**src/rtl/ap_mult_pipe.sv**
```systemverilog
// ap_mult_pipe: two-stage unsigned multiplier with an exact and an OR-approximated low-column product.
// S1 keeps the upper columns' exact sum plus the low columns' exact sum and OR vector; S2 keeps the selected sum.
module ap_mult_pipe #(
  parameter int WIDTH       = 8,
  parameter int APPROX_COLS = 5,
  parameter int CNT_W       = 16
) (
  input  logic                 clk,
  input  logic                 rst_n,
  input  logic                 in_valid,
  output logic                 in_ready,
  input  logic [WIDTH-1:0]     a,
  input  logic [WIDTH-1:0]     b,
  input  logic                 mode,
  output logic                 out_valid,
  input  logic                 out_ready,
  output logic [2*WIDTH-1:0]   p,
  output logic                 p_mode,
  input  logic                 clr_cnt,
  output logic [CNT_W-1:0]     err_cnt
);
  localparam int PW = 2 * WIDTH;
  logic          w_en;
  logic [PW-1:0] w_hi, w_lo, w_or, w_ex, w_ap;
  logic          r_v1, r_m1, r_v2, r_m2, r_diff;
  logic [PW-1:0] r_hi, r_lo, r_or, r_p;
  logic [CNT_W-1:0] r_cnt;
  assign w_en      = !r_v2 | out_ready;
  assign in_ready  = w_en;
  assign out_valid = r_v2;
  assign p         = r_p;
  assign p_mode    = r_m2;
  assign err_cnt   = r_cnt;
  always_comb begin
    w_hi = '0;
    w_lo = '0;
    w_or = '0;
    for (int j = 0; j < WIDTH; j++)
      for (int i = 0; i < WIDTH; i++)
        if (a[i] & b[j]) begin
          if (i + j >= APPROX_COLS) w_hi = w_hi + (PW'(1) << (i + j));
          else begin
            w_lo = w_lo + (PW'(1) << (i + j));
            w_or = w_or | (PW'(1) << (i + j));
          end
        end
  end
  // OR'd low columns never carry, so the approximate sum cannot exceed the exact one
  assign w_ex = r_hi + r_lo;
  assign w_ap = r_hi + r_or;
  always_ff @(posedge clk or negedge rst_n) begin
    if (!rst_n) begin
      r_v1   <= 1'b0;
      r_m1   <= 1'b0;
      r_hi   <= '0;
      r_lo   <= '0;
      r_or   <= '0;
      r_v2   <= 1'b0;
      r_m2   <= 1'b0;
      r_diff <= 1'b0;
      r_p    <= '0;
      r_cnt  <= '0;
    end else begin
      if (w_en) begin
        r_v1   <= in_valid;
        r_m1   <= mode;
        r_hi   <= w_hi;
        r_lo   <= w_lo;
        r_or   <= w_or;
        r_v2   <= r_v1;
        r_m2   <= r_m1;
        r_diff <= w_ap != w_ex;
        r_p    <= r_m1 ? w_ap : w_ex;
      end
      if (clr_cnt) r_cnt <= '0;
      else if (r_v2 & out_ready & r_m2 & r_diff & ~&r_cnt) r_cnt <= r_cnt + CNT_W'(1);
    end
  end
endmodule
```
**config.mk**
```make
export PLATFORM = sky130hd
export DESIGN_NAME = ap_mult_pipe
export DESIGN_NICKNAME = d
export VERILOG_FILES = /design/src/rtl/ap_mult_pipe.sv
export SDC_FILE = /design/constraint.sdc
export NUM_CORES = 1
export LEC_CHECK = 0
export CAP_MARGIN = 30
export CORE_ASPECT_RATIO = 1.75
export CORE_UTILIZATION = 65
export DETAILED_ROUTE_END_ITERATION = 10
export DONT_BUFFER_PORTS = 1
export PLACE_DENSITY = 0.78
export SLEW_MARGIN = 5
export SYNTH_ARGS = -nofsm -noshare
export SYNTH_HDL_FRONTEND = slang
export SYNTH_SLANG_ARGS = --single-unit
```
**constraint.sdc**
```tcl
create_clock -name clk -period 3.2 [get_ports clk]
set_input_delay 0.64 -clock clk [delete_from_list [all_inputs] [get_ports clk]]
set_output_delay 0.64 -clock clk [all_outputs]
set_load 0.05 [all_outputs]
```
==> flow_summary.yaml, run 1 <==
synth:
  syn_nets: 1928
  synth_ff_type: "dfrtp_1"
  yosysTopAreaCell: "dfrtp_1"
  yosysSeqAreaShare: 0.1254
  synth_top_area_share: 0.1254
  ys_top_cells_by_area: "dfrtp_1, xnor2_1, nand2_1"
  synthCells: 1839
  synth-edff-count: 0
  ys_ff_latch: 67
  yosysUniqueCellTypes: 109
  netlist_area_sq_um: 13370
  syn_avg_cell_area_sq_um: 7.268
  synth_async_sr_flop_share: 1.000
  synth_warnings: 0
placement:
  place_ws_ps: -13750
  gp_congestion: 0.9586
  place_inst: 2580
  port_buffers: 0
  dpl.hpwl_microns: 41350
floorplanning:
  num_rows: 69
  die_h_microns: 191.7
  start_util: 0.6616
  pin_count: 57
  die_w_microns: 110.4
run_status:
  firstError: "[ERROR DPL-0038] Utilization greater than 100%, impossible to legalize"
  status: "aborted with a tool error"
  lastStage: "clock tree synthesis"
cts:
  ctsHoldBuffers: 4
  clock_path_buffers: 2
  clock_sinks: 67
  root_buffer: "clkbuf_16"
  cts_setup_buffers: 74
  post_cts_resized: 207
  htreeDepth: 3
  numCtsBuffers: 9
metrics by stage:
step	instance area, sq um	utilization
after detailed placement	18640	0.9225
after global placement	18640	0.9225
after floorplan	14450	-
cell families after synthesis:
family,share of synthesized area
xor gates and xnor gates,0.1872
adders and majority gates,0.06478
AOI/OAI and AO/OA,0.2133
and+or+nand+nor,0.3119
buffers and inverters,0.04999
DFF,0.1254
muxes,0.04736
Yosys cell counts (10+ instances only):
master and count:
buf_2 12, buf_1 18, nor2b_1 13, nand4_1 46, and3_1 40, clkbuf_1 67
inv_1 62, a211oi_1 13, mux2_2 14, nand3_1 107, xnor2_1 152, and2_1 37
a21oi_1 99, a31oi_1 31, o31ai_1 11, xnor3_1 15, or3_1 25, ha_1 66
or4_1 11, xor2_1 66, nand2_1 226, o21bai_1 11, nor3_1 59, nor4_1 26
nor4b_1 10, nor2_1 139, o211ai_1 13, mux2i_1 43, dfrtp_1 67, o21ai_0 86
==> inputs of run 2 (changes only) <==
--- a/config.mk
+++ b/config.mk
@@ -6,11 +6,10 @@
 export NUM_CORES = 1
 export LEC_CHECK = 0
 export CAP_MARGIN = 30
-export CORE_ASPECT_RATIO = 1.75
-export CORE_UTILIZATION = 65
+export CORE_UTILIZATION = 40
 export DETAILED_ROUTE_END_ITERATION = 10
 export DONT_BUFFER_PORTS = 1
-export PLACE_DENSITY = 0.78
+export PLACE_DENSITY_LB_ADDON = 0.15
 export SLEW_MARGIN = 5
 export SYNTH_ARGS = -nofsm -noshare
 export SYNTH_HDL_FRONTEND = slang
==> run 2 against run 1 <==
Synthesized cell count unchanged. Synthesized area did not move. The flow now finishes, with violations (setup timing).
==> flow_summary.yaml, run 2 <==
synth:
  yosysTopAreaCell: "dfrtp_1"
  synth-edff-count: 0
  synthCells: 1839
  syn_nets: 1928
  synthTopCellsByCount: "nand2_1, xnor2_1, nor2_1"
  yosysUniqueCellTypes: 109
  synth_warnings: 0
  syn_avg_cell_area_sq_um: 7.268
  synth_ff_type: "dfrtp_1"
  ys_ff_latch: 67
  ys_top_cells_by_area: "dfrtp_1, xnor2_1, nand2_1"
  yosysSeqAreaShare: 0.1254
  synth_async_sr_flop_share: 1.000
  netlist_area_sq_um: 13370
  synth_top_area_share: 0.1254
  synth_most_common_cell: "nand2_1"
power:
  p_int_mw: 9.298
  power_frac_seq: 0.099
  powerDensity_nw_per_um2: 740.3
  p_sw_frac: 0.4198
  finalPower_mw: 16.03
  power.switching_mw: 6.728
  p_clk_frac: 0.068
  leakage_nw: 9.368
  pwr-share-comb: 0.833
  ir_drop_uv: 535.6
timing:
  tightest_slew_ps: 893.5
  worst_slack_ps: -12680
  post-route-min-period_ps: 15880
  rsz0062_at_grt: "true"
  final-hold-violation-count: 0
  setup_viol: 16
  post-route-period-util: 4.962
  clock_skew_ps: 8.724
  relSlewSlack: 0.4043
  max_freq_mhz: 62.98
  drv_slew: 0
critical_path:
  path_class: "primary input to flop"
  arrival_ps: 16150
  slowest_stage: "or4_4"
  crit_family: "simple AND/OR/NAND/NOR gates"
  slowest_delay_ps: 560
  startpoint_type: "primary input"
  r2r_setup_slack_ps: 310
  cp_max_fo: 35
  required_ps: 3470
  cp-end-kind: "flop"
  path_buf_inv: 14
  crit_path_frequent_cell: "ha_4"
floorplanning:
  coreArea_sq_um: 32700
  die_w_microns: 184.8
  num_rows: 66
  pin_count: 57
  start_util: 0.4087
  die_h_microns: 184.8
  die_area_sq_um: 34150
route:
  routed_wirelength_microns: 46910
  vias_per_cell: 5.543
  dr.pass1.iters: 5
  dr_total_vias: 16200
  routedWlPerCell_microns: 16.05
  initialDrtViolationCount: 854
  drtAntennaViolNets: 0
  drc: 0
global_route:
  grt_pass1_vias: 15940
  antenna_found_initial: 0
  track_usage: 0.2677
  grt_overflow: 0
  grt_max_degree: 68
  grt_pass1_wl_microns: 75970
cts:
  clk_latency_ps: 330
  cts_tree: "built"
  clk_pin_slew_ps: 60
  clock_sinks: 67
  root_buffer: "clkbuf_16"
  htreeDepth: 3
  clock_path_buffers: 2
  numCtsBuffers: 9
run_status:
  violations: "setup timing"
  status: "complete, but fails checks"
run:
  maxCapViolCount: 0
placement:
  port_buffers: 0
  gp_congestion: 0.8854
  dpl.hpwl_microns: 34440
  place_inst: 2791
finish:
  nets: 2565
  final_util: 0.6620
  layout-drive-gt1-share: 0.4385
  area_growth_pct: 61.96
  n_antenna_cell: 0
  layout_common_cells: "buf_4, nand2_1, nor2_1, xnor2_1, nand3_1"
  fin_cells: 2923
  fillCellCount: 2737
  mostFrequentLayoutCell: "buf_4"
hold_path:
  hold_path_class: "primary input to asynchronous set/reset pin"
[run 2: cell counts after synthesis]
Identical to the previous run, type by type.
[run 2: repair_timing]
| item | 4_1_cts | 5_1_grt |
|---|---|---|
| hold buffers | 1 | 0 |
| endpoints found under the hold margin | 67 | 0 |
| gates cloned | 0 | 0 |
| setup endpoints to repair | 16 | 18 |
| setup buffers | 91 | 33 |
| pin swaps | 81 | 85 |
| gates resized for setup | 158 | 98 |
[run 2: layout make-up]
type | instances | area [sq um] | area share
multi-input combinational | 1602 | 13180 | 0.6086
timing repair buffer | 727 | 5640 | 0.2605
sequential | 67 | 1677 | 0.07745
tap | 442 | 553.0 | 0.02555
inverter | 69 | 274.0 | 0.01266
clock buffer | 12 | 256.5 | 0.01185
clock inverter | 4 | 72.57 | 0.003352
[run 2: final timing paths]
kind / startpoint / end / cells after the start
worst max-delay path: a[4] / r_hi[15]$_DFFE_PN0P_ / 85
worst min-delay path: rst_n / err_cnt[11]$_DFFE_PN0P_ / 1
worst min register to register: r_v1$_DFFE_PN0P_ / out_valid$_DFFE_PN0P_ / 1
worst max register to register: r_hi[5]$_DFFE_PN0P_ / p[15]$_DFFE_PN0P_ / 14
max in group asynchronous: rst_n / r_lo[8]$_DFFE_PN0P_ / 1
min in group clk: clr_cnt / err_cnt[13]$_DFFE_PN0P_ / 1
[run 2: metrics by stage]
stage / setup slack (ps) / setup TNS (ps) / hold slack (ps) / instance area, sq um
2_1_floorplan: -14020 / -103500 / 344.4 / 14450
3_3_place_gp: -13060 / -94660 / 345.7 / 19020
3_5_place_dp: -13300 / -96950 / 345.8 / 19020
4_1_cts: -12510 / -85860 / 193.5 / 20860
5_1_grt: -13440 / -93850 / 199.4 / 21650
6_report: -12680 / -87790 / 184.9 / 21650
[run 2: cell families after synthesis]
kind of cell	share of synthesized area
xor+xnor	0.1872
flops	0.1254
buf+inv	0.04999
compound gates	0.2133
simple gates	0.3119
mux	0.04736
fa+ha+maj	0.06478
[run 2: power by group through the flow]
stage                     Combinational, mW  Sequential, mW  Clock, mW
after floorplan                        6.36            1.51          0
after global placement                 10.1            1.59          0
after detailed placement               10.3            1.60          0
after CTS                              12.1            1.58       1.10
after global routing                   14.4            1.62       1.15
final                                  13.4            1.58       1.09
[run 2: layer usage]
metal  up-vias  track usage  part of all wire
li1       8029            -                 -
met1      7830       0.3399              0.45
met4         0      0.04959             0.014
met3        58      0.03067             0.039
met5         -            0                 0
met2       286       0.4857              0.50
[run 2: worst reg2reg max path: stages, from the launching register on]
cell      delay, ps
dfrtp_1         440
ha_1            260
fa_1            410
a21oi_1         180
nor2_1           60
nor2_1          150
o21bai_1         80
a21oi_1         220
o21bai_1        110
a21oi_2         180
o21bai_1         90
a21oi_1         200
nor2_1          110
xnor2_1         190
a21oi_1          80
No activity file was read; power rests on OpenSTA's default activity.
